===== src/rtl/uart_rx_controller_pkg.sv =====
`default_nettype none
// ============================================================================
// Module      : uart_rx_controller_pkg
// Description : Shared UART rate selection, divisor table and RX FSM states.
// Revision    : 1.0 - initial release
// ============================================================================
package uart_rx_controller_pkg;

    typedef enum logic [1:0] {
        BAUD_9600   = 2'd0,
        BAUD_19200  = 2'd1,
        BAUD_57600  = 2'd2,
        BAUD_115200 = 2'd3
    } baud_set_t;

    localparam int c_DIV_W = 7;

    typedef enum logic [2:0] {
        RX_IDLE  = 3'd0,
        RX_START = 3'd1,
        RX_DATA  = 3'd2,
        RX_STOP  = 3'd3,
        RX_BREAK = 3'd4
    } rx_state_t;

    // Cycles per oversample tick at a 16 MHz clock.
    function automatic logic [c_DIV_W-1:0] baud_div(input baud_set_t sel);
        logic [c_DIV_W-1:0] div;
        case (sel)
            BAUD_9600:   div = 7'd104;
            BAUD_19200:  div = 7'd52;
            BAUD_57600:  div = 7'd17;
            BAUD_115200: div = 7'd9;
            default:     div = 7'd104;
        endcase
        return div;
    endfunction

endpackage
`default_nettype wire


===== src/rtl/uart_rx_tick_gen.sv =====
`default_nettype none
// ============================================================================
// Module      : uart_rx_tick_gen
// Description : Oversample tick generator with synchronous restart and index.
// Revision    : 1.0 - initial release
// ============================================================================
module uart_rx_tick_gen
    import uart_rx_controller_pkg::*;
#(
    parameter int OVERSAMPLE = 16
) (
    input  logic                          clk,
    input  logic                          rst,
    input  logic                          i_restart,
    input  logic [c_DIV_W-1:0]            i_div,
    output logic                          o_tick,
    output logic [$clog2(OVERSAMPLE)-1:0] o_tick_idx
);

    localparam int c_IDX_W = $clog2(OVERSAMPLE);
    localparam logic [c_IDX_W-1:0] c_IDX_LAST = c_IDX_W'(OVERSAMPLE - 1);

    logic [c_DIV_W-1:0] r_cnt_q;
    logic [c_DIV_W-1:0] w_cnt_d;
    logic [c_IDX_W-1:0] r_idx_q;
    logic [c_IDX_W-1:0] w_idx_d;
    logic               w_wrap;

    always_comb begin
        w_wrap  = (r_cnt_q == '0);
        w_cnt_d = r_cnt_q - c_DIV_W'(1);
        w_idx_d = r_idx_q;
        if (i_restart) begin
            w_cnt_d = i_div - c_DIV_W'(1);
            w_idx_d = '0;
        end else if (w_wrap) begin
            w_cnt_d = i_div - c_DIV_W'(1);
            w_idx_d = (r_idx_q == c_IDX_LAST) ? '0 : r_idx_q + c_IDX_W'(1);
        end
    end

    always_ff @(posedge clk) begin
        if (rst) begin
            r_cnt_q <= '0;
            r_idx_q <= '0;
        end else begin
            r_cnt_q <= w_cnt_d;
            r_idx_q <= w_idx_d;
        end
    end

    // A restart swallows a coincident wrap so the new bit timeline starts clean.
    assign o_tick     = w_wrap && !i_restart;
    assign o_tick_idx = r_idx_q;

endmodule
`default_nettype wire


===== src/rtl/uart_rx_controller.sv =====
`default_nettype none
// ============================================================================
// Module      : uart_rx_controller
// Description : 8N1 UART receiver, 16x oversampled, majority vote, valid/ready.
// Revision    : 1.0 - initial release
// ============================================================================
module uart_rx_controller
    import uart_rx_controller_pkg::*;
#(
    parameter int DATA_WIDTH = 8,
    parameter int F_CLK      = 16000000,
    parameter int OVERSAMPLE = 16
) (
    input  logic                  clk_16mhz,
    input  logic                  rst,
    input  logic                  serial_in,
    input  baud_set_t             baud_setting,
    output logic [DATA_WIDTH-1:0] rx_data,
    output logic                  rx_valid,
    input  logic                  rx_ready,
    output logic                  frame_err,
    output logic                  overrun_err,
    output logic                  rx_busy
);

    localparam int c_IDX_W = $clog2(OVERSAMPLE);
    localparam int c_CNT_W = $clog2(DATA_WIDTH + 1);
    localparam logic [c_IDX_W-1:0] c_SAMP0_IDX = c_IDX_W'(OVERSAMPLE / 2 - 1);
    localparam logic [c_IDX_W-1:0] c_SAMP1_IDX = c_IDX_W'(OVERSAMPLE / 2);
    localparam logic [c_IDX_W-1:0] c_VOTE_IDX  = c_IDX_W'(OVERSAMPLE / 2 + 1);
    localparam logic [c_IDX_W-1:0] c_IDX_LAST  = c_IDX_W'(OVERSAMPLE - 1);
    localparam logic [c_CNT_W-1:0] c_BITS      = c_CNT_W'(DATA_WIDTH);
    localparam logic [1:0]         c_SETTLED   = 2'd2;

    if (F_CLK != 16000000 || OVERSAMPLE < 10) begin : g_param_check
        $error("uart_rx_controller: divisor table requires F_CLK=16 MHz and OVERSAMPLE>=10");
    end

    logic                  r_sync1_q, w_sync1_d;
    logic                  r_sync2_q, w_sync2_d;
    logic                  r_prev_q, w_prev_d;
    logic [1:0]            r_settle_q, w_settle_d;
    rx_state_t             r_state_q, w_state_d;
    baud_set_t             r_baud_q, w_baud_d;
    logic [1:0]            r_samp_q, w_samp_d;
    logic [DATA_WIDTH-1:0] r_shift_q, w_shift_d;
    logic [DATA_WIDTH-1:0] r_data_q, w_data_d;
    logic [c_CNT_W-1:0]    r_bit_cnt_q, w_bit_cnt_d;
    logic                  r_valid_q, w_valid_d;
    logic                  r_ferr_q, w_ferr_d;
    logic                  r_oerr_q, w_oerr_d;
    logic                  r_busy_q, w_busy_d;

    logic                  w_line;
    logic                  w_start_edge;
    logic [c_DIV_W-1:0]    w_div;
    logic                  w_tick;
    logic [c_IDX_W-1:0]    w_tick_idx;
    logic                  w_vote_now;
    logic                  w_vote_bit;
    logic                  w_tick_end;
    logic                  w_deliver;

    assign w_line       = r_sync2_q;
    assign w_start_edge = (r_state_q == RX_IDLE) && r_prev_q && !w_line;
    // The divisor must track the new selection in the very cycle it is latched.
    assign w_div        = w_start_edge ? baud_div(baud_setting) : baud_div(r_baud_q);

    uart_rx_tick_gen #(
        .OVERSAMPLE (OVERSAMPLE)
    ) u_tick_gen (
        .clk        (clk_16mhz),
        .rst        (rst),
        .i_restart  (w_start_edge),
        .i_div      (w_div),
        .o_tick     (w_tick),
        .o_tick_idx (w_tick_idx)
    );

    always_comb begin
        w_sync1_d   = serial_in;
        w_sync2_d   = r_sync1_q;
        w_settle_d  = (r_settle_q == c_SETTLED) ? r_settle_q : r_settle_q + 2'd1;
        // Edge history stays low until the synchronizer holds real line data,
        // so a line already low out of reset never looks like a start edge.
        w_prev_d    = (r_settle_q == c_SETTLED) && w_line;

        w_vote_now  = w_tick && (w_tick_idx == c_VOTE_IDX);
        w_tick_end  = w_tick && (w_tick_idx == c_IDX_LAST);
        w_vote_bit  = (r_samp_q[0] & r_samp_q[1]) | (r_samp_q[0] & w_line) |
                      (r_samp_q[1] & w_line);

        w_samp_d    = r_samp_q;
        if (w_tick && (w_tick_idx == c_SAMP0_IDX)) w_samp_d[0] = w_line;
        if (w_tick && (w_tick_idx == c_SAMP1_IDX)) w_samp_d[1] = w_line;

        w_state_d   = r_state_q;
        w_baud_d    = r_baud_q;
        w_shift_d   = r_shift_q;
        w_bit_cnt_d = r_bit_cnt_q;
        w_busy_d    = r_busy_q;
        w_ferr_d    = 1'b0;
        w_oerr_d    = 1'b0;
        w_deliver   = 1'b0;

        case (r_state_q)
            RX_IDLE: begin
                if (w_start_edge) begin
                    w_state_d = RX_START;
                    w_baud_d  = baud_setting;
                    w_busy_d  = 1'b1;
                end
            end
            RX_START: begin
                if (w_vote_now && w_vote_bit) begin
                    w_state_d = RX_IDLE;
                    w_busy_d  = 1'b0;
                end else if (w_tick_end) begin
                    w_state_d   = RX_DATA;
                    w_bit_cnt_d = '0;
                end
            end
            RX_DATA: begin
                if (w_vote_now) begin
                    w_shift_d   = {w_vote_bit, r_shift_q[DATA_WIDTH-1:1]};
                    w_bit_cnt_d = r_bit_cnt_q + c_CNT_W'(1);
                end else if (w_tick_end && (r_bit_cnt_q == c_BITS)) begin
                    w_state_d = RX_STOP;
                end
            end
            RX_STOP: begin
                // Leave at the vote so a start edge right after stop is caught.
                if (w_vote_now) begin
                    w_busy_d = 1'b0;
                    if (w_vote_bit) begin
                        w_deliver = 1'b1;
                        w_state_d = RX_IDLE;
                    end else begin
                        w_ferr_d  = 1'b1;
                        w_state_d = RX_BREAK;
                    end
                end
            end
            RX_BREAK: begin
                if (w_line) w_state_d = RX_IDLE;
            end
            default: begin
                w_state_d = RX_IDLE;
                w_busy_d  = 1'b0;
            end
        endcase

        w_data_d  = r_data_q;
        w_valid_d = r_valid_q;
        if (r_valid_q && rx_ready) w_valid_d = 1'b0;
        if (w_deliver) begin
            if (!r_valid_q || rx_ready) begin
                w_data_d  = r_shift_q;
                w_valid_d = 1'b1;
            end else begin
                w_oerr_d = 1'b1;
            end
        end
    end

    always_ff @(posedge clk_16mhz) begin
        if (rst) begin
            r_sync1_q   <= 1'b1;
            r_sync2_q   <= 1'b1;
            r_prev_q    <= 1'b0;
            r_settle_q  <= 2'd0;
            r_state_q   <= RX_IDLE;
            r_baud_q    <= BAUD_9600;
            r_samp_q    <= 2'b00;
            r_shift_q   <= '0;
            r_data_q    <= '0;
            r_bit_cnt_q <= '0;
            r_valid_q   <= 1'b0;
            r_ferr_q    <= 1'b0;
            r_oerr_q    <= 1'b0;
            r_busy_q    <= 1'b0;
        end else begin
            r_sync1_q   <= w_sync1_d;
            r_sync2_q   <= w_sync2_d;
            r_prev_q    <= w_prev_d;
            r_settle_q  <= w_settle_d;
            r_state_q   <= w_state_d;
            r_baud_q    <= w_baud_d;
            r_samp_q    <= w_samp_d;
            r_shift_q   <= w_shift_d;
            r_data_q    <= w_data_d;
            r_bit_cnt_q <= w_bit_cnt_d;
            r_valid_q   <= w_valid_d;
            r_ferr_q    <= w_ferr_d;
            r_oerr_q    <= w_oerr_d;
            r_busy_q    <= w_busy_d;
        end
    end

    assign rx_data     = r_data_q;
    assign rx_valid    = r_valid_q;
    assign frame_err   = r_ferr_q;
    assign overrun_err = r_oerr_q;
    assign rx_busy     = r_busy_q;

endmodule
`default_nettype wire


===== config.mk =====
export PLATFORM = sky130hd
export DESIGN_NAME = uart_rx_controller
export DESIGN_NICKNAME = d
export VERILOG_FILES = /design/src/rtl/uart_rx_controller_pkg.sv /design/src/rtl/uart_rx_tick_gen.sv /design/src/rtl/uart_rx_controller.sv
export SDC_FILE = /design/constraint.sdc
export NUM_CORES = 1
export LEC_CHECK = 0
export BUFFER_PORTS_ARGS = -buffer_cell sky130_fd_sc_hd__clkbuf_2
export CAP_MARGIN = 20
export CORE_UTILIZATION = 50
export CTS_CLUSTER_SIZE = 20
export DETAILED_ROUTE_END_ITERATION = 10
export GPL_ROUTABILITY_DRIVEN = 0
export PLACE_DENSITY = 0.68
export SYNTH_ARGS = -nofsm -noshare
export SYNTH_HDL_FRONTEND = slang
export SYNTH_SLANG_ARGS = --single-unit

===== constraint.sdc =====
create_clock -name clk_16mhz -period 2.95 [get_ports clk_16mhz]
set_input_delay 0.295 -clock clk_16mhz [delete_from_list [all_inputs] [get_ports clk_16mhz]]
set_output_delay 0.295 -clock clk_16mhz [all_outputs]
set_load 0.1 [all_outputs]

== Word level (Yosys, flattened, before mapping) ==
Index checks and enable logic that the tools add are counted.
Storage, ports and cells
  output and inout port bits: 12
  register bits: 47
  logic and storage cells: 118
Operators by class
  eq/ne operators: 26
  multiplexer cells: 31
  reduce and logical (&&, ||, !) cells: 30
  $add $sub $neg: 5
  bitwise logic cells: 9
Operators with widths (count)
  $pmux 7 s4: 2
  $mux 3: 8
  $mux 7: 3
  $eq 4x4->1 const B: 4
  $mux 4: 4
  $ne 2x2->1 const B: 8
  $pmux 3 s5: 1
  $sub 7x1->7 const B: 2
  $logic_and 1x1->1: 11
  $mux 1: 11
  $eq 2x2->1 const B: 5
  $add 4x1->4 const B: 2
  $pmux 4 s2: 1
  $reduce_and 4->1: 2
  $logic_not 7->1: 1
  $eq 3x2->1 const B: 2
  $reduce_and 2->1: 3
  $reduce_and 6->1: 1
  $reduce_or 2->1: 3
  $eq 2x1->1 const B: 2
  $eq 4x3->1 const B: 1
  $logic_not 2->1: 2
  $not 1->1: 4
  $pmux 1 s4: 1
  12 further kinds: 17

== Logic depth before layout (Yosys ltp) ==
Gate-level depths: netlist (run 1).
  depth after elaboration: 10
  gate-level depth with buffers: 10

== Hierarchy ==
Synthesis (run 1) repeated with hierarchy kept, for this count alone.
Unflattened totals
  cell total of the unflattened synthesis: 277
  area, all modules: 2402.3 um2
Modules (own cells, without submodules)
  uart_rx_controller: times used 1, area each 1749.2 um2, cells an instance 205, sequential area each 720.7 um2
  uart_rx_tick_gen: times used 1, area each 653.1 um2, cells an instance 72, sequential area each 220.2 um2

== Least setup slack after synthesis (run 1) ==
OpenSTA, ideal clock, no wires.
  path kind: register -> register
  start: register r_state_q[2]
  end: register u_tick_gen.r_cnt_q[3]
  setup time: 0.086 ns
  required time: 2.864 ns
  clock period less this slack: 1.982 ns
  data arrival time: 1.897 ns
  path buffers: 3
  cell stages (with the launch flop): 11
  setup slack: 0.968 ns
  cell sequence: dfxtp_1 -> buf_4 -> nor3b_2 -> and2_1 -> buf_2 -> buf_2 -> nand2_1 -> o21a_1 -> ha_1 -> a221o_1 -> a211oi_1
Between the ends
  longest elaborated chain between the ends: 7
Ends and longest elaborated chain
  start: declaration: line uart_rx_controller.sv:43  | rx_state_t r_state_q, w_state_d;
  start signal: assignment: line uart_rx_controller.sv:187  | r_state_q <= w_state_d;
  $logic_not 3->1 (*): line uart_rx_controller.sv:65  | assign w_start_edge = (r_state_q == RX_IDLE) && r_prev_q && !w_line;
  $logic_and 1x1->1 (*) (2 in series): line uart_rx_controller.sv:65
  $mux 7: line uart_rx_controller.sv:67  | assign w_div = w_start_edge ? baud_div(baud_setting) : baud_div(r_baud_q);
  $sub 7x1->7: line uart_rx_tick_gen.sv:34, uart_rx_tick_gen.sv:37
  $mux 7: line uart_rx_tick_gen.sv:36  | end else if (w_wrap) begin
  $mux 7 (*): line uart_rx_tick_gen.sv:33  | if (i_restart) begin
  end signal: assignment: line uart_rx_tick_gen.sv:47  | r_cnt_q <= w_cnt_d;
  end: declaration: line uart_rx_tick_gen.sv:23  | logic [c_DIV_W-1:0] r_cnt_q;
Mark *: on every way between the ends. The rest lies on a longest branch, timed or not.
A chain may end at the register's enable or synchronous reset.

== Worst setup path after layout (run 1) ==
  start: register u_tick_gen.r_cnt_q[0]
  end: register r_bit_cnt_q[0]
Between the ends
  longest elaborated chain between the ends: 6
  elaborated cells between the ends (all ways): 9
  those cells by class: eq/ne: 3; reduce/logical: 6
Ends and longest elaborated chain
  $logic_not 7->1 (*): line uart_rx_tick_gen.sv:30  | w_wrap = (r_cnt_q == '0);
  $logic_and 1x1->1 (*): line uart_rx_tick_gen.sv:53  | assign o_tick = w_wrap && !i_restart;
  $logic_and 1x1->1: line uart_rx_controller.sv:88  | w_vote_now = w_tick && (w_tick_idx == c_VOTE_IDX);
  $logic_and 1x1->1: line uart_rx_controller.sv:115  | if (w_vote_now && w_vote_bit) begin
  $ne 2x2->1 (no line)
  $reduce_and 4->1 (no line) (*)
  end signal: assignment: line uart_rx_controller.sv:192  | r_bit_cnt_q <= w_bit_cnt_d;
  end: declaration: line uart_rx_controller.sv:48  | logic [c_CNT_W-1:0] r_bit_cnt_q, w_bit_cnt_d;
Marked as above.

==> results of run 1 <==
==> flip-flops by register name, indices dropped and copies added, names as in the netlist, 3 cells and up <==
name	cells
r_bit_cnt_q	4
r_shift_q	8
r_state_q	3
rx_data	8
u_tick_gen.o_tick_idx	4
u_tick_gen.r_cnt_q	7
==> per-layer routing <==
metal,wire length (um),part of all wire,track usage,vias to the layer above
met4,43,0.0095,0.0523,0
met1,2350,0.52,0.276,854
met2,1990,0.44,0.284,27
met3,147,0.032,0.0486,6
li1,-,-,-,981
met5,0,0,0,-
==> cell usage after synthesis (all sizes together), types with 2 or more instances <==
master and n:
a211oi 9, a21oi 14, a31oi 2, buf 7, clkbuf 6, dfxtp 47
ha 17, inv 13, mux2i 22, nand2 16, nand2b 2, nand3 6
nand3b 3, nor2 39, nor2b 3, nor3 13, nor3b 2, nor4 4
nor4b 2, o211ai 2, o21a 2, o21ai 2, o22ai 2, or2 2
or3 7, or3b 2, xnor2 2, xor2 4
==> where the power goes <==
group          leakage [nW]  switching [mW]  internal (mW)
Combinational         0.674           0.351          0.268
Sequential            0.382          0.0753          0.710
Clock                0.0502           0.211          0.248
==> path summary, 6_finish.rpt <==
path | endpoint | cells after the start
worst max register to register | r_bit_cnt_q[0]$_SDFFE_PP0P_ | 7
worst min register to register | r_sync2_q$_SDFF_PP1_ | 1
worst min-delay path | r_sync1_q$_SDFF_PP1_ | 2
worst max-delay path | r_bit_cnt_q[0]$_SDFFE_PP0P_ | 7
==> area by class of cell <==
cell class | count | area [um^2]
clock buffer | 5 | 68.8
inverter | 13 | 48.8
clock inverter | 2 | 37.5
multi-input combinational | 198 | 1390
fill | 453 | 2050
timing repair buffer | 20 | 108
sequential | 47 | 941
tap | 67 | 83.8
==> worst max-delay path: stages, from the launching register on <==
cell	delay (ps)
dfxtp_1	320
inv_1	70
ha_1	190
nor3b_2	290
nand2_1	110
or3_1	640
a211oi_1	350
a211oi_2	70
==> stage by stage <==
stage          std cells  setup slack, ps  instance area [um^2]   util  power (mW)
6_report             352              764                  2670  0.566        1.86
3_5_place_dp         345              777                  2570  0.544        1.42
4_1_cts              352              765                  2670  0.566        1.88
2_1_floorplan        271              968                  2450      -        1.28
3_3_place_gp         345              837                  2570  0.544        1.42
5_1_grt              352              578                  2670  0.566        1.99
==> kinds of logic (layout without fill, tap and decap cells) <==
logic type,after synthesis,after routing
muxes,22,22
and+or+nand+nor,108,108
AOI/OAI and AO/OA,44,44
adders and majority gates,18,18
DFF,47,47
xor gates and xnor gates,6,6
buffers and inverters,26,40
==> flow_summary.toml, run 1 <==
[die]
dieHeight_um = 72.0
initial_core_util = 0.519
die-area_mm2 = 0.00519
core_mm2 = 0.00472
rows = 25
io_pins = 18
die_w_um = 72.0

[yosys]
syn_area_per_cell_um2 = 9.05
yosysSeqAreaShare = 0.384
synth_top_family_by_area = "simple AND/OR/NAND/NOR gates"
synth_fa_ha_area_frac = 0.0908
synth_top_cell_area_share = 0.384
async_flop_share = 0
synth-compound-area-share = 0.123
syn_area_mm2 = 0.00245
synthTopCellsByArea = "dfxtp_1 38%, mux2i_1 9.0%, ha_1 8.7%"
synth_edf_count = 0
synth_seq_cells = 47
synth_nets = 294
synth_cells = 271
synth_top_flop_cell = "dfxtp_1"
synth_cell_types = 56
muxShareOfSynthArea = 0.0898
yosys.area_share.simple = 0.237
synthXorXnorAreaFrac = 0.0214
ys.warnings.count = 0
synth.largest_area_cell = "dfxtp_1"

[critical_path]
cp_max_fo = 13
regToRegSetupSlack_ps = 760
worstPathArrival_ps = 2330
crit_start = "u_tick_gen.r_cnt_q[0]$_SDFF_PP0_"
end_kind = "register"
crit_required_ps = 3100
worstReg2RegStart = "u_tick_gen.r_cnt_q[0]$_SDFF_PP0_"
start_kind = "register"
path_class = "register to register"

[clock_network]
cts_tree = "built"
clock_sinks = 47
cts_resized = 0
hold_buffers = 0
clk_latency_ps = 300
clockRootBuffer = "clkbuf_8"
post_cts_buffers = 0
clockBufferDepth = 2
clk_pin_slew_worst_paths_ps = 90
cts-htree-levels = 2
cts_made_buffers = 5

[routing]
wirelength_um = 4540
firstDrtPassIters = 4
final_antenna_net_count = 0
via_per_inst = 5.31
routedWlPerCell_um = 12.9
drt_iter0_markers = 115
post-route-drc-count = 0
vias = 1868

[grt]
grt_pass1_vias = 1684
grt_max_degree = 50
grt.total_usage = 0.191
antenna_found_initial = 0
grt_first_pass_wirelength_um = 7840
overflow = 0

[hold_path]
min_from = "serial_in"
hold_class = "input port to register"

[layout]
insertedDiodeCount = 0
final_cell_mix = "47 x dfxtp_1, 38 x nor2_1, 22 x mux2i_1"
final_common_cell = "dfxtp_1"
drive_gt1_frac = 0.140
fin_nets = 308
area_growth_pct = 9.03

[sta]
fin_tns_setup_ps = 0
max_freq_ghz = 0.457
drv_slew = 0
slew_headroom = 0.349
rsz0062_at_grt = "no"
worst_pin_slew_ps = 977
fin_crit_sh = 0.741
min_period_ps = 2190
final-hold-violation-count = 0
finalSetupViolCount = 0
skew_ps = 6.20
hold_ws_ps = 176

[flow_run]
cap_violations = 0

[outcome]
status = "finished clean"

[placed_design]
io_buffers = 17
hpwl_um = 3210

[power]
power_density_mw_per_mm2 = 697
vdd_drop_max_v = 0.000321
leakagePower_nw = 1.11
No activity file was read; power rests on OpenSTA's default activity.
==> run 2: changes to the inputs <==
--- a/config.mk
+++ b/config.mk
@@ -11,7 +11,7 @@
 export CTS_CLUSTER_SIZE = 20
 export DETAILED_ROUTE_END_ITERATION = 10
 export GPL_ROUTABILITY_DRIVEN = 0
-export PLACE_DENSITY = 0.68
+export PLACE_DENSITY = 0.71
 export SYNTH_ARGS = -nofsm -noshare
 export SYNTH_HDL_FRONTEND = slang
 export SYNTH_SLANG_ARGS = --single-unit
==> constraint.sdc (replaced) <==
create_clock -name clk_16mhz -period 1.9 [get_ports clk_16mhz]
set_input_delay 0.19 -clock clk_16mhz [delete_from_list [all_inputs] [get_ports clk_16mhz]]
set_output_delay 0.19 -clock clk_16mhz [all_outputs]
set_load 0.1 [all_outputs]
==> run 2 against run 1 <==
Against the previous run: the flow now finishes with violations (setup timing); critical endpoint is now u_tick_gen.o_tick_idx[3]$_SDFFE_PP0P_; global-route usage increased by 0.86 points; via count increased by 6.5%; combinational power increased by 110%; cell area increased by 11%; power increased by 76%; highest routed layer unchanged; register-to-register slack got worse by 790 ps; critical path depth unchanged.
==> flow_summary.toml, run 2 (synthesis results as in run 1) <==
[clock_network]
clockBufferDepth = 2
cts-htree-levels = 2
hold_buffers = 0
cts_made_buffers = 5
clk_pin_slew_worst_paths_ps = 90
cts_tree = "built"
clockRootBuffer = "clkbuf_8"
clock_sinks = 47
clk_latency_ps = 300

[sta]
fin_crit_sh = 1.01
setup_ws_ps = -27.8
skew_ps = 10.3
drv_slew = 0
rsz0062_at_grt = "yes"
fin_tns_setup_ps = -27.8
finalSetupViolCount = 1
max_freq_ghz = 0.519
worst_pin_slew_ps = 609
min_period_ps = 1930
slew_headroom = 0.594
final-hold-violation-count = 0

[critical_path]
crit_slowest_cell = "or3b_4"
end_kind = "register"
cpPeakStageDelay_ps = 450
start_kind = "register"
crit_required_ps = 2130
worstPathArrival_ps = 2160
cp_max_fo = 5
cp_cell_sequence = "inv_2, ha_4, or3b_4, nor2_8, nand2_2, or4_4, a211oi_2"
path_class = "register to register"

[routing]
routedWlPerCell_um = 13.3
final_antenna_net_count = 0
firstDrtPassIters = 4
vias = 1990
post-route-drc-count = 0
drt_iter0_markers = 159
wirelength_um = 5000
via_per_inst = 5.29

[power]
fin_total_pwr_mw = 3.28
p_comb_frac = 0.390
power_frac_seq = 0.375
power_density_mw_per_mm2 = 1110
vdd_drop_max_v = 0.000637
p_int_mw = 2.16
p_sw_mw = 1.11
clock_power_share = 0.235
switching_share = 0.339
leakagePower_nw = 1.26

[die]
io_pins = 18
die-area_mm2 = 0.00519
core_mm2 = 0.00472
die_w_um = 72.0
rows = 25
dieHeight_um = 72.0
initial_core_util = 0.519

[layout]
fin_nets = 331
insertedDiodeCount = 0
final_cell_mix = "44 x dfxtp_1, 38 x nor2_1, 23 x buf_4"
area_growth_pct = 20.9
final_common_cell = "dfxtp_1"
drive_gt1_frac = 0.265

[placed_design]
post-place-ws_ps = -43.0
io_buffers = 17
hpwl_um = 3590

[flow_run]
cap_violations = 0

[grt]
overflow = 0
grt.total_usage = 0.200
grt_pass1_vias = 1763
antenna_found_initial = 0
grt_first_pass_wirelength_um = 8180
grt_max_degree = 30

[outcome]
violations = "setup timing"
status = "finished with violations"

[hold_path]
hold_class = "input port to register"
==> run 2: worst max-delay path, delay by kind of cell (launching register included) <==
family,cells,cell delay [ps]
AO/OA/AOI/OAI,1,210
adder cells (fa/ha/maj),1,140
buffers and inverters,1,70
flip-flops,1,340
AND/OR/NAND/NOR,4,1110
==> run 2: worst paths after layout <==
kind | cells after the start | slack [ps] | from | to
hold / removal | 2 | 70 | serial_in | r_sync1_q$_SDFF_PP1_
hold reg to reg | 1 | 430 | r_sync1_q$_SDFF_PP1_ | r_sync2_q$_SDFF_PP1_
setup / recovery | 7 | -30 | u_tick_gen.r_cnt_q[1]$_SDFF_PP0_ | u_tick_gen.o_tick_idx[3]$_SDFFE_PP0P_
setup reg to reg | 7 | -30 | u_tick_gen.r_cnt_q[1]$_SDFF_PP0_ | u_tick_gen.o_tick_idx[3]$_SDFFE_PP0P_
==> run 2: per-layer routing <==
| layer | wire [um] | track usage |
|---|---|---|
| met1 | 2550 | 0.285 |
| met2 | 2250 | 0.301 |
| met3 | 132 | 0.0389 |
| met4 | 63 | 0.0719 |
| met5 | 0 | 0 |
==> run 2: layout make-up <==
class,count,area [um^2]
timing repair buffer,43,300
sequential,47,945
tap,67,83.8
clock inverter,2,38.8
multi-input combinational,198,1470
fill,394,1760
clock buffer,6,82.6
inverter,13,48.8
==> run 2: timing repair <==
item,4_1_cts,5_1_grt
setup buffers,3,3
pin swaps,1,5
gates resized for setup,6,17
endpoints found under the hold margin,0,0
gates cloned,0,0
setup endpoints to repair,17,26
==> run 2: power groups by stage <==
stage	sequential [mW]	combinational, mW	clock, mW
floorplan	1.22	0.773	0
global placement	1.23	1.05	0
detailed placement	1.23	1.06	0
CTS	1.21	1.16	0.793
global route	1.24	1.41	0.831
finish	1.23	1.28	0.770
==> run 2: metrics by stage <==
step	hold slack, ps	instance area (um^2)	cells	utilization
after floorplan	294	2460	271	-
after global placement	376	2720	363	0.575
after detailed placement	378	2720	363	0.575
after CTS	63.7	2890	374	0.612
after global routing	73.7	2970	376	0.628
final	73.2	2970	376	0.628
==> run 3: changes to the inputs <==
--- a/config.mk
+++ b/config.mk
@@ -7,11 +7,10 @@
 export LEC_CHECK = 0
 export BUFFER_PORTS_ARGS = -buffer_cell sky130_fd_sc_hd__clkbuf_2
 export CAP_MARGIN = 20
-export CORE_UTILIZATION = 50
+export CORE_UTILIZATION = 43
 export CTS_CLUSTER_SIZE = 20
 export DETAILED_ROUTE_END_ITERATION = 10
 export GPL_ROUTABILITY_DRIVEN = 0
-export PLACE_DENSITY = 0.71
 export SYNTH_ARGS = -nofsm -noshare
 export SYNTH_HDL_FRONTEND = slang
 export SYNTH_SLANG_ARGS = --single-unit
==> run 3 against run 2 <==
Against the previous run: the run now ends clean; cell count rose by 1.1%; sequential share of layout area rose by 0.21 points; register-to-register slack improved by 40 ps; first-iteration DRC count fell by 47%; sequential cell count did not move; global-route usage fell by 1.6 points; largest cell class unchanged.
==> flow_summary.toml, run 3 (synthesis results as in run 1) <==
[outcome]
status = "finished clean"

[routing]
final_antenna_net_count = 0
post-route-drc-count = 0
routedWlPerCell_um = 14.1
wirelength_um = 5350
vias = 2006
drt_iter0_markers = 85
via_per_inst = 5.28
firstDrtPassIters = 4

[placed_design]
io_buffers = 17
post-place-ws_ps = -69.7
hpwl_um = 3800
placedInstanceArea_mm2 = 0.00275
dp_cells = 372

[clock_network]
cts-htree-levels = 2
post_cts_buffers = 0
cts_tree = "built"
clockBufferDepth = 2
clockRootBuffer = "clkbuf_8"
clock_sinks = 47
hold_buffers = 0
clk_latency_ps = 310
cts_made_buffers = 5
clk_pin_slew_worst_paths_ps = 100

[critical_path]
cpPeakStageDelay_ps = 460
crit_required_ps = 2130
r2r-end = "u_tick_gen.o_tick_idx[3]$_SDFFE_PP0P_"
cp_cell_sequence = "inv_2, ha_4, or3b_4, nor2_8, nand2_2, or4_4, a211oi_2"
regToRegSetupSlack_ps = 10
start_kind = "register"
cp.depth = 7
end_kind = "register"
cp_max_fo = 5
worstPathArrival_ps = 2120
worstReg2RegStart = "u_tick_gen.r_cnt_q[0]$_SDFF_PP0_"
path_class = "register to register"
crit_buf_inv = 1
crit_slowest_cell = "or3b_4"
ff2ff_path_depth = 7
crit_family = "simple AND/OR/NAND/NOR gates"

[power]
power_density_mw_per_mm2 = 1070
vdd_drop_max_v = 0.000504
leakagePower_nw = 1.24

[grt]
grt_pass1_vias = 1893
grt_max_degree = 29
overflow = 0
grt_first_pass_wirelength_um = 8780
antenna_found_initial = 0
grt.total_usage = 0.183

[layout]
area_growth_pct = 19.9
final_cell_mix = "45 x dfxtp_1, 38 x nor2_1, 24 x buf_4"
final_cell_count_no_fill = 380
fillers = 527
drive_gt1_frac = 0.250
fin_nets = 330
design_area_mm2 = 0.00294
insertedDiodeCount = 0
final_common_cell = "dfxtp_1"

[die]
die_w_um = 77.5
io_pins = 18
initial_core_util = 0.445
die-area_mm2 = 0.00601
core_mm2 = 0.00551
dieHeight_um = 77.5
rows = 27

[sta]
drv_slew = 0
max_freq_ghz = 0.529
rsz0062_at_grt = "yes"
fin_crit_sh = 0.995
worst_pin_slew_ps = 626
skew_ps = 6.88
hold_ws_ps = 59.2
setup_ws_ps = 9.98
final-hold-violation-count = 0
min_period_ps = 1890
finalSetupViolCount = 0
slew_headroom = 0.583

[hold_path]
min_from = "serial_in"
hold_path_depth = 2
min_to = "r_sync1_q$_SDFF_PP1_"
hold_class = "input port to register"

[flow_run]
cap_violations = 0
## run 3: layer usage
layer	track usage	share of wire	vias up
met5	0	0	-
met4	0.0509	0.010	0
met3	0.0318	0.026	5
met2	0.287	0.45	24
met1	0.258	0.51	949
li1	-	-	1028
## run 3: worst max-delay path by stage
stage / start / end
after CTS: u_tick_gen.r_cnt_q[0]$_SDFF_PP0_ / r_state_q[2]$_SDFFE_PP0P_
final: u_tick_gen.r_cnt_q[0]$_SDFF_PP0_ / u_tick_gen.o_tick_idx[3]$_SDFFE_PP0P_
after global routing: u_tick_gen.r_cnt_q[1]$_SDFF_PP0_ / u_tick_gen.o_tick_idx[3]$_SDFFE_PP0P_
after detailed placement: u_tick_gen.r_cnt_q[0]$_SDFF_PP0_ / r_bit_cnt_q[0]$_SDFFE_PP0P_
after floorplan: r_state_q[2]$_SDFFE_PP0P_ / u_tick_gen.r_cnt_q[3]$_SDFF_PP0_
after global placement: r_state_q[2]$_SDFFE_PP0P_ / u_tick_gen.r_cnt_q[3]$_SDFF_PP0_
## run 3: power by group
part / switching [mW] / leakage (nW) / internal (mW)
registers: 0.111 / 0.382 / 1.11
logic: 0.641 / 0.803 / 0.518
clock network: 0.376 / 0.0548 / 0.397
total: 1.13 / 1.24 / 2.02
## run 3: cell type report
| cell class | count | area [um^2] | area share |
|---|---|---|---|
| clock inverter | 3 | 46.3 | 0.0157 |
| clock buffer | 5 | 68.8 | 0.0234 |
| timing repair buffer | 42 | 285 | 0.0970 |
| multi-input combinational | 198 | 1460 | 0.496 |
| tap | 72 | 90.1 | 0.0306 |
| inverter | 13 | 48.8 | 0.0166 |
| sequential | 47 | 943 | 0.321 |
## run 3: timing repair
action | 4_1_cts | 5_1_grt
cloned | 0 | 0
resized for setup | 3 | 15
setup endpoints to repair | 6 | 22
pin swaps | 0 | 3
## run 3: worst reg2reg max path, cell delays in order, from the launching register on
cell and delay (ps):
dfxtp_1 330, inv_2 80, ha_4 140, or3b_4 460, nor2_8 150, nand2_2 70, or4_4 420, a211oi_2 170
## run 3: through the flow
step            util  power, mW  TNS [ps]
5_1_grt        0.534       3.32      -126
4_1_cts        0.522       3.07     -35.0
3_3_place_gp   0.500       2.29     -1.29
3_5_place_dp   0.500       2.29      -138
6_report       0.534       3.15         0
2_1_floorplan      -       1.99         0
